$ cat src/rtl/alu_seq.sv
// ----------------------------------------------------------------------------
// alu_seq
//
// Accumulator sequencer that wraps an external 8-bit combinational ALU. It
// takes one command at a time over a valid/ready handshake and drives the ALU
// operands and opcode from registers. It captures the ALU result into the
// accumulator and returns the result over a second valid/ready handshake.
// With an always-ready consumer it completes one command every three cycles.
//
// Ports
//   clk, reset              system clock, synchronous active-high reset
//   cmd_valid/cmd_ready     command handshake (ready only in IDLE)
//   cmd_op[3:0]             0=LOAD, 1..B=ALU op, C=READ, D..F=illegal
//   cmd_data[7:0]           ALU in_b operand, or the LOAD value
//   alu_a/alu_b/alu_op      registered drive to the ALU
//   alu_res/alu_z/alu_c     ALU result and flags
//   res_valid/res_ready     result handshake
//   res_data/res_zero/res_carry/res_err   registered result fields
//   acc[7:0]                current accumulator
//   op_count[7:0]           completed result handshakes, wrapping
// ----------------------------------------------------------------------------
module alu_seq #(
   parameter logic [7:0] ACC_RESET = 8'h00
) (
   input  logic       clk,
   input  logic       reset,
   input  logic       cmd_valid,
   output logic       cmd_ready,
   input  logic [3:0] cmd_op,
   input  logic [7:0] cmd_data,
   output logic [7:0] alu_a,
   output logic [7:0] alu_b,
   output logic [3:0] alu_op,
   input  logic [7:0] alu_res,
   input  logic       alu_z,
   input  logic       alu_c,
   output logic       res_valid,
   input  logic       res_ready,
   output logic [7:0] res_data,
   output logic       res_zero,
   output logic       res_carry,
   output logic       res_err,
   output logic [7:0] acc,
   output logic [7:0] op_count
);

   localparam logic [3:0] OP_LOAD     = 4'h0;
   localparam logic [3:0] OP_ALU_LAST = 4'hB;
   localparam logic [3:0] OP_READ     = 4'hC;

   typedef enum logic [1:0] {
      IDLE = 2'd0,
      EXEC = 2'd1,
      RESP = 2'd2
   } state_t;

   state_t state;
   state_t state_next;
   logic   cmd_fire;
   logic   res_fire;

   // State register; reset drops any in-flight command without a response.
   always_ff @(posedge clk) begin
      if (reset) begin
         state <= IDLE;
      end else begin
         state <= state_next;
      end
   end

   // Next-state and handshake decode. EXEC always lasts exactly one cycle so
   // the ALU sees stable registered inputs for a full clock period.
   always_comb begin
      state_next = state;
      cmd_ready  = 1'b0;
      res_valid  = 1'b0;
      cmd_fire   = 1'b0;
      res_fire   = 1'b0;
      case (state)
         IDLE: begin
            cmd_ready = 1'b1;
            if (cmd_valid) begin
               cmd_fire   = 1'b1;
               state_next = EXEC;
            end
         end
         EXEC: begin
            state_next = RESP;
         end
         RESP: begin
            res_valid = 1'b1;
            if (res_ready) begin
               res_fire   = 1'b1;
               state_next = IDLE;
            end
         end
         default: begin
            state_next = IDLE;
         end
      endcase
   end

   // Datapath. Operands are latched on command acceptance; the result fields
   // are written only at the end of EXEC, so they stay stable through RESP no
   // matter how long the consumer stalls. LOAD uses the latched operand in
   // alu_b rather than cmd_data, which may already have changed.
   always_ff @(posedge clk) begin
      if (reset) begin
         acc       <= ACC_RESET;
         op_count  <= 8'h00;
         alu_a     <= ACC_RESET;
         alu_b     <= 8'h00;
         alu_op    <= 4'h0;
         res_data  <= 8'h00;
         res_zero  <= 1'b0;
         res_carry <= 1'b0;
         res_err   <= 1'b0;
      end else begin
         if (cmd_fire) begin
            alu_a  <= acc;
            alu_b  <= cmd_data;
            alu_op <= cmd_op;
         end
         if (state == EXEC) begin
            res_carry <= 1'b0;
            res_err   <= 1'b0;
            if (alu_op == OP_LOAD) begin
               acc      <= alu_b;
               res_data <= alu_b;
               res_zero <= (alu_b == 8'h00);
            end else if (alu_op <= OP_ALU_LAST) begin
               acc       <= alu_res;
               res_data  <= alu_res;
               res_zero  <= alu_z;
               res_carry <= alu_c;
            end else if (alu_op == OP_READ) begin
               res_data <= acc;
               res_zero <= (acc == 8'h00);
            end else begin
               res_data <= acc;
               res_zero <= 1'b0;
               res_err  <= 1'b1;
            end
         end
         if (res_fire) begin
            op_count <= op_count + 8'd1;
         end
      end
   end

endmodule

$ cat config.mk
export PLATFORM = sky130hd
export DESIGN_NAME = alu_seq
export DESIGN_NICKNAME = d
export VERILOG_FILES = /design/src/rtl/alu_seq.sv
export SDC_FILE = /design/constraint.sdc
export NUM_CORES = 1
export LEC_CHECK = 0
export BUFFER_PORTS_ARGS = -buffer_cell sky130_fd_sc_hd__buf_2
export CORE_ASPECT_RATIO = 0.7
export CORE_MARGIN = 5
export CORE_UTILIZATION = 45
export CTS_CLUSTER_SIZE = 8
export DETAILED_ROUTE_END_ITERATION = 12
export GPL_TIMING_DRIVEN = 0
export HOLD_SLACK_MARGIN = 0.05
export PLACE_DENSITY = 0.77
export SETUP_SLACK_MARGIN = 0.15
export SLEW_MARGIN = 15
export SYNTH_ARGS = -nofsm -noshare
export SYNTH_HDL_FRONTEND = slang
export SYNTH_SLANG_ARGS = --single-unit
$ cat constraint.sdc
create_clock -name clk -period 1.92 [get_ports clk]
set_input_delay 0.192 -clock clk [delete_from_list [all_inputs] [get_ports clk]]
set_output_delay 0.192 -clock clk [all_outputs]
set_load 0.01 [all_outputs]
==> results.yml, run 1 <==
status:
  status: "finished, final reports clean"
logic_synthesis:
  synth.largest_area_cell: "dfxtp_1"
  synthTopCellsByArea: "dfxtp_1 45%, mux2i_1 16%, nor2_1 4.9%"
  synth_enable_flop_cells: 0
  yosys-top-cells-count: "41 x dfxtp_1, 29 x mux2i_1, 24 x nor2_1"
  synthCells: 179
  yosysSeqAreaShare_pct: 44.9
  synth_area_um2: 1830
  synth_top_area_share_pct: 44.9
  yosysUniqueCellTypes: 35
  syn_nets: 206
  synth_top_flop_cell: "dfxtp_1"
  synth_seq_cells: 41
  yosysMostFrequentCell: "dfxtp_1"
  yosysWarningCount: 0
  synth-async-reset-ratio_pct: 0
  post_synth.cell_area_avg_um2: 10.2
clocking:
  clock_latency_ns: 0.31
  clk_path_buf_depth: 2
  cts_buffers: 5
  cts_sinks: 41
  cts_tree: "yes"
  cts-root-buf: "clkbuf_8"
  postCtsSetupBuffers: 0
  cts-resized-gates: 0
  cts_max_level: 2
  cts_hold_buf: 0
  clk_pin_slew_ns: 0.09
grt:
  grt_usage_pct: 17.4
  grt_pass1_vias: 1459
  grt-ovfl-total: 0
  antenna_found_initial: 0
  grt_max_degree: 15
  grt_pass1_wl_um: 7380
place:
  pre_cts_slack_ns: 0.495
  post-dp-hpwl_um: 3470
  port_buffers: 74
  dpl_cell_area_um2: 2260
  dp.cells: 305
  gp_congestion: 0.785
pwr:
  p_per_area_nw_per_um2: 844
  p_leak_nw: 1.14
  ir_drop_mv: 0.475
sta:
  setup_viol: 0
  finalSetupTns_ns: 0
  worstMarginPinSlew_ns: 0.648
  setup_ws_ns: 0.489
  slew_violations: 0
  period_needed_ns: 1.43
  fmax_mhz: 699
  skew_ns: 0.0137
  rsz0062_at_grt: "no"
  slew_headroom_pct: 56.8
  post-route-period-util_pct: 74.5
  hold_viol_final: 0
setup_path:
  critPathMaxStageDelay_ns: 0.38
  critical_path.top_delay_family: "flip-flops"
  r2r_start: "alu_op[0]"
  end_kind: "register"
  crit_chain: "nor4_4 > buf_6 > mux2i_1 > a211oi_2"
  arrival_ns: 1.60
  critPathRequiredTime_ns: 2.09
  worstSetupPathDepth: 4
  r2r_end: "acc[1]"
  critPathSlowestCell: "dfxtp_1"
  r2r_slack_ns: 0.49
  start_kind: "register"
  endpoint: "acc[1]"
  path_max_fanout: 10
  reg2reg_depth: 4
  path_buf_inv: 1
  worstSetupPathType: "register to register"
  startpoint: "alu_op[0]"
route:
  vias: 1594
  drt-initial-drc-count: 72
  ant_nets: 0
  routed_wirelength_um: 4500
  dr.pass1.iters: 4
  drc: 0
  vias_per_cell: 5.09
  wl_per_cell_um: 14.4
finish:
  fin_cells: 313
  fin_util_pct: 60.6
  num-nets-final: 287
  fill_cells: 335
  drive_above_1_share_pct: 40.6
  final_cell_area_um2: 2380
  antenna_cells: 0
  area.growth.synth_to_final_pct: 30.1
die:
  fp-row-count: 19
  die_x_um: 86.2
  design.die.area_um2: 5460
  initial_utilization_pct: 46.6
  io_pins: 75
  core_region_area_um2: 3920
  die_y_um: 63.3
worst_hold_path:
  min_path_type: "input pin to register"
run:
  cap_viol_max_count: 0
## registers in the layout, summed over array words and instances (netlist names), 2 cells and up
register  count
alu_a         8
op_count      8
acc           8
alu_op        4
alu_b         8
state         2
## layout make-up
| cell class | instances | area (um2) | share of cell area, % |
|---|---|---|---|
| multi-input cells | 121 | 893 | 37.6 |
| plain buffers | 17 | 114 | 4.79 |
| flip-flops and latches | 41 | 821 | 34.5 |
| clock inverters | 3 | 46.3 | 1.95 |
| clock buffers | 5 | 68.8 | 2.89 |
| well taps | 52 | 65.1 | 2.74 |
| repair buffers | 74 | 370 | 15.6 |
## logic make-up after synthesis
logic type | synth area share (%)
AO/OA/AOI/OAI | 13.8
XOR/XNOR | 0.958
adder cells (fa/ha/maj) | 0.684
buffers and inverters | 6.23
flip-flops | 44.9
multiplexers | 15.9
AND/OR/NAND/NOR | 17.5
## worst min-delay path by stage
stage,start,to,slack [ns],cells past startpoint
6_report,cmd_data[5],alu_b[5],0.12,3
2_1_floorplan,cmd_data[4],alu_b[4],0.34,2
5_1_grt,cmd_data[4],alu_b[4],0.13,3
3_3_place_gp,cmd_data[5],alu_b[5],0.43,3
3_5_place_dp,cmd_data[7],alu_b[7],0.43,3
4_1_cts,cmd_data[5],alu_b[5],0.12,3
## through the flow
stage               power (mW)  hold slack [ns]
floorplan                 1.19            0.339
global placement          1.31            0.426
detailed placement        1.32            0.434
CTS                       2.02            0.117
global route              2.11            0.130
finish                    2.01            0.117
## worst reg2reg max path: stages (launching register included)
cell and delay (ns):
dfxtp_1 0.38, nor4_4 0.35, buf_6 0.21, mux2i_1 0.26, a211oi_2 0.10
## metal layers
layer | GRT usage [%] | up-vias | share of wire, %
li1 | - | 807 | -
met3 | 8.72 | 4 | 11
met4 | 5.84 | 0 | 0.42
met5 | 0 | - | 0
met2 | 22.2 | 60 | 38
met1 | 24.9 | 723 | 50
## power breakdown
part	total [mW]	leakage, nW	switching [mW]	internal [mW]
combinational	0.351	0.751	0.177	0.175
sequential	0.946	0.334	0.0532	0.893
clock	0.710	0.0543	0.321	0.389
## cell usage in the layout, fill, tap and decap left out, drive strengths merged, types with 3 or more instances in the layout
cell and instances:
buf 88, dfxtp 41, mux2i 29, nor2 24, a21oi 17, a211oi 8, clkbuf 8, nand2 6
nor4 5, nand4b 3, o31ai 3, or4 3
(Power assumes the default switching activity.)
==> run 2, diff against run 1 <==
CORE_UTILIZATION = 43   (was 45)
clock period = 1.2 ns   (was 1.92 ns; I/O delays follow)
==> run 2 against run 1 <==
Effect of this change: the run now ends with setup timing left; utilization up 8.3 points; combinational power is 100% higher; total power is 60% higher; clock-buffer cell count is 2 higher; sequential share of layout area decreased by 2.9 points; register-to-register slack got worse by 0.70 ns; first-iteration DRC count up 72%; critical path type unchanged; critical endpoint is now alu_a[0]; highest routed layer unchanged.
==> results.yml, run 2 (same netlist as run 1, synthesis figures left out) <==
sta:
  slew_violations: 0
  hold_ws_ns: 0.0573
  hold_viol_final: 0
  slew_headroom_pct: 55.0
  period_needed_ns: 1.41
  worstMarginPinSlew_ns: 0.675
  setup_viol: 36
  fmax_mhz: 709
  post-route-period-util_pct: 117
  rsz0062_at_grt: "yes"
  setup_ws_ns: -0.210
  skew_ns: 0.00647
pwr:
  power_frac_comb_pct: 21.9
  power_mw: 3.21
  p_leak_nw: 1.29
  p_per_area_nw_per_um2: 1160
  sw_frac_of_total_pct: 28.0
  p_clk_share_pct: 31.1
  p_switching_mw: 0.899
  p_seq_share_pct: 47.0
  ir_drop_mv: 0.675
  internal_power_mw: 2.32
route:
  routed_wirelength_um: 5360
  drc: 0
  dr.pass1.iters: 4
  wl_per_cell_um: 16.1
  ant_nets: 0
  vias_per_cell: 5.23
  vias: 1738
  drt-initial-drc-count: 124
status:
  violations: "setup timing"
  status: "complete, but fails checks"
finish:
  drive_above_1_share_pct: 57.9
  layout_common_cells: "69 x buf_2, 27 x mux2i_1, 24 x nor2_1"
  antenna_cells: 0
  area.growth.synth_to_final_pct: 51.4
  final_common_cell: "buf_2"
  fill_cells: 303
  num-nets-final: 306
clocking:
  clock_latency_ns: 0.29
  clk_pin_slew_ns: 0.08
  cts_buffers: 5
  cts_tree: "yes"
  clk_path_buf_depth: 2
  cts-root-buf: "clkbuf_8"
  cts_max_level: 2
  cts_sinks: 41
setup_path:
  start_kind: "register"
  r2r_slack_ns: -0.21
  endpoint: "alu_a[0]"
  r2r_start: "state[1]"
  r2r_end: "alu_a[0]"
  worstSetupPathType: "register to register"
  critPathRequiredTime_ns: 1.36
  path_max_fanout: 10
  arrival_ns: 1.57
  end_kind: "register"
  startpoint: "state[1]"
  reg2reg_depth: 5
grt:
  grt_usage_pct: 18.2
  grt-ovfl-total: 0
  grt_pass1_vias: 1604
  grt_max_degree: 13
  grt_pass1_wl_um: 8110
  antenna_found_initial: 0
die:
  core_region_area_um2: 4020
  design.die.area_um2: 5680
  initial_utilization_pct: 45.5
  die_x_um: 87.9
  fp-row-count: 19
  io_pins: 75
  die_y_um: 64.6
worst_hold_path:
  min_path_type: "input pin to register"
place:
  port_buffers: 74
  pre_cts_slack_ns: -0.166
  gp_congestion: 0.795
  post-dp-hpwl_um: 3610
run:
  cap_viol_max_count: 0
==> run 2: worst min path at each step <==
stage | start | to | slack [ns] | depth (start not counted)
after CTS | cmd_op[1] | alu_op[1] | 0.06 | 3
after detailed placement | cmd_op[1] | alu_op[1] | 0.36 | 3
after global placement | cmd_op[1] | alu_op[1] | 0.35 | 3
after floorplan | cmd_op[2] | alu_op[2] | 0.27 | 2
final | cmd_op[1] | alu_op[1] | 0.06 | 3
after global routing | cmd_op[1] | alu_op[1] | 0.07 | 3
==> run 2: power groups by stage <==
stage / clock network [mW] / logic (mW) / registers (mW)
2_1_floorplan: 0 / 0.363 / 1.55
6_report: 0.999 / 0.704 / 1.51
4_1_cts: 1.00 / 0.662 / 1.51
5_1_grt: 1.06 / 0.758 / 1.52
3_3_place_gp: 0 / 0.574 / 1.54
3_5_place_dp: 0 / 0.581 / 1.54
==> run 2: what timing repair did <==
item                                    4_1_cts  5_1_grt
hold buffers                                  0        0
pin swaps                                     8       12
cloned                                        2        0
gates resized for setup                      24       28
setup buffers                                12        5
endpoints found under the setup margin       48       50
==> run 2: worst max-delay path, stage by stage (launching register included) <==
cell and delay (ns):
dfxtp_2 0.32, buf_6 0.13, nor3b_4 0.28, buf_6 0.22, mux2i_1 0.25, nor2_1 0.07
==> run 2: metrics by stage <==
stage | TNS (ns) | cells | cell area, um2 | utilization [%]
floorplan | -0.629 | 179 | 1890 | -
CTS | -3.84 | 327 | 2610 | 65.1
global placement | -2.96 | 305 | 2330 | 58.0
finish | -4.85 | 332 | 2770 | 68.9
global route | -7.19 | 332 | 2770 | 68.9
detailed placement | -3.37 | 305 | 2330 | 58.0
==> run 2: layout make-up <==
| type | count | area, um2 | area share [%] |
|---|---|---|---|
| clock buffers | 7 | 96.3 | 3.48 |
| multi-input cells | 121 | 1000 | 36.2 |
| well taps | 52 | 65.1 | 2.35 |
| plain buffers | 17 | 131 | 4.75 |
| clock inverters | 1 | 5.00 | 0.181 |
| flip-flops and latches | 41 | 875 | 31.6 |
| repair buffers | 93 | 594 | 21.5 |
==> run 2: metal layers <==
metal	GRT usage (%)	up-vias	wire [um]	share of wire [%]
met5	0	-	0	0
met4	4.02	0	67	1.3
met3	4.94	10	434	8.1
met2	27.6	69	2380	44
met1	25.8	817	2480	46
li1	-	842	-	-
==> run 3, diff against run 2 <==
BUFFER_PORTS_ARGS = unset   (was -buffer_cell sky130_fd_sc_hd__buf_2)
CORE_UTILIZATION = 45   (was 43)
CTS_BUF_LIST = sky130_fd_sc_hd__clkbuf_4 sky130_fd_sc_hd__clkbuf_8 sky130_fd_sc_hd__clkbuf_16   (was unset)
DONT_BUFFER_PORTS = 1   (was unset)
PLACE_DENSITY = 0.64   (was 0.77)
==> run 3 against run 2 <==
Effect of this change: the run still ends with setup timing left; maximum frequency increased by 0.26%; flip-flop and latch count unchanged; clock power increased by 9%; first-iteration DRC count decreased by 6.5%; final cell count decreased by 18%; critical path type unchanged; critical endpoint is now acc[1].
==> results.yml, run 3 (same netlist as run 1, synthesis figures left out) <==
clocking:
  cts_sinks: 41
  cts_tree: "yes"
  clock_latency_ns: 0.29
  cts_buffers: 5
  cts-root-buf: "clkbuf_8"
  cts_max_level: 2
  clk_path_buf_depth: 2
  clk_pin_slew_ns: 0.08
setup_path:
  critPathRequiredTime_ns: 1.36
  start_kind: "register"
  worstSetupPathType: "register to register"
  arrival_ns: 1.57
  path_max_fanout: 5
  end_kind: "register"
grt:
  grt_pass1_wl_um: 8430
  grt-ovfl-total: 0
  grt_usage_pct: 20.1
  grt_max_degree: 13
  antenna_found_initial: 0
  grt_pass1_vias: 1567
die:
  die_x_um: 86.2
  io_pins: 75
  initial_utilization_pct: 46.6
  core_region_area_um2: 3920
  fp-row-count: 19
  design.die.area_um2: 5460
  die_y_um: 63.3
pwr:
  p_switching_mw: 0.880
  p_per_area_nw_per_um2: 1300
  internal_power_mw: 2.37
  sw_frac_of_total_pct: 27.0
  ir_drop_mv: 0.771
  p_clk_share_pct: 33.5
  p_leak_nw: 0.982
  power_frac_comb_pct: 18.6
  p_seq_share_pct: 47.9
place:
  pre_cts_slack_ns: -0.221
  gp_congestion: 0.750
  post-dp-hpwl_um: 3580
  dp.cells: 231
  port_buffers: 0
finish:
  multi_input_area_um2: 1000
  fin_cells: 272
  antenna_cells: 0
  area.growth.synth_to_final_pct: 37.3
  num-nets-final: 246
  fill_cells: 312
  seq_area_um2: 868
  layout_common_cells: "24 x mux2i_1, 23 x nor2_1, 21 x dfxtp_1"
  final_common_cell: "mux2i_1"
  drive_above_1_share_pct: 39.5
  fin_util_pct: 64.0
sta:
  fmax_mhz: 711
  post-route-period-util_pct: 117
  slew_violations: 0
  hold_viol_final: 0
  worstMarginPinSlew_ns: 0.682
  setup_ws_ns: -0.206
  slew_headroom_pct: 54.5
  hold_ws_ns: 0.0694
  period_needed_ns: 1.41
  setup_viol: 39
  rsz0062_at_grt: "yes"
  skew_ns: 0.0104
route:
  wl_per_cell_um: 20.2
  drt-initial-drc-count: 116
  vias: 1546
  drc: 0
  vias_per_cell: 5.68
  ant_nets: 0
  routed_wirelength_um: 5500
  dr.pass1.iters: 4
run:
  cap_viol_max_count: 0
status:
  violations: "setup timing"
  status: "complete, but fails checks"
worst_hold_path:
  min_path_type: "input pin to register"
-- run 3: changes by cell type in the layout (fill, tap and decap cells not counted), moves of 2 or more --
cell | previous run | this run
buf_2 | 69 | 0
buf_6 | 20 | 10
buf_8 | 0 | 3
dfxtp_4 | 11 | 9
dlygate4sd3_1 | 0 | 16
mux2i_1 | 27 | 24
mux2i_2 | 2 | 5
-- run 3: area by class of cell --
| cell class | count | share of cell area, % |
|---|---|---|
| repair buffers | 33 | 12.8 |
| plain buffers | 17 | 5.53 |
| flip-flops and latches | 41 | 34.6 |
| multi-input cells | 121 | 39.9 |
| clock buffers | 8 | 4.59 |
| well taps | 52 | 2.59 |
-- run 3: power groups by stage --
| stage | sequential, mW | clock, mW | combinational, mW |
|---|---|---|---|
| after floorplan | 1.55 | 0 | 0.363 |
| final | 1.56 | 1.09 | 0.603 |
| after detailed placement | 1.58 | 0 | 0.424 |
| after CTS | 1.55 | 1.11 | 0.561 |
| after global routing | 1.57 | 1.19 | 0.644 |
| after global placement | 1.58 | 0 | 0.414 |
-- run 3: worst paths after layout --
kind / from / end / slack, ns / cells after the start
worst max-delay path: alu_op[1] / acc[1] / -0.21 / 4
worst min-delay path: alu_res[0] / acc[0] / 0.07 / 2
worst max register to register: alu_op[1] / acc[1] / -0.21 / 4
worst min register to register: res_err / res_err / 0.53 / 2
-- run 3: metal layers --
layer | track usage, % | wire, um | vias to the layer above
li1 | - | - | 721
met1 | 25.1 | 2240 | 740
met2 | 31.5 | 2610 | 75
met3 | 7.81 | 546 | 10
met4 | 6.61 | 101 | 0
met5 | 0 | 0 | -
-- run 3: what timing repair did --
item	CTS	global route
setup endpoints to repair	48	45
hold buffers	16	0
cloned	3	0
buffers inserted	9	5
endpoints found under the hold margin	15	0
resized for setup	33	15
pin swaps	13	4
-- run 3: through the flow --
| stage | power (mW) | TNS, ns | instance area (um2) |
|---|---|---|---|
| detailed placement | 2.01 | -3.69 | 1960 |
| finish | 3.25 | -4.99 | 2510 |
| floorplan | 1.91 | -0.629 | 1890 |
| global route | 3.41 | -7.87 | 2510 |
| global placement | 1.99 | -2.77 | 1960 |
| CTS | 3.22 | -3.60 | 2420 |
-- run 3: critical path, cell delays in order, from the launching register on --
cell and delay, ns:
dfxtp_4 0.38, nor4_4 0.36, buf_6 0.19, mux2i_2 0.25, a211oi_2 0.09
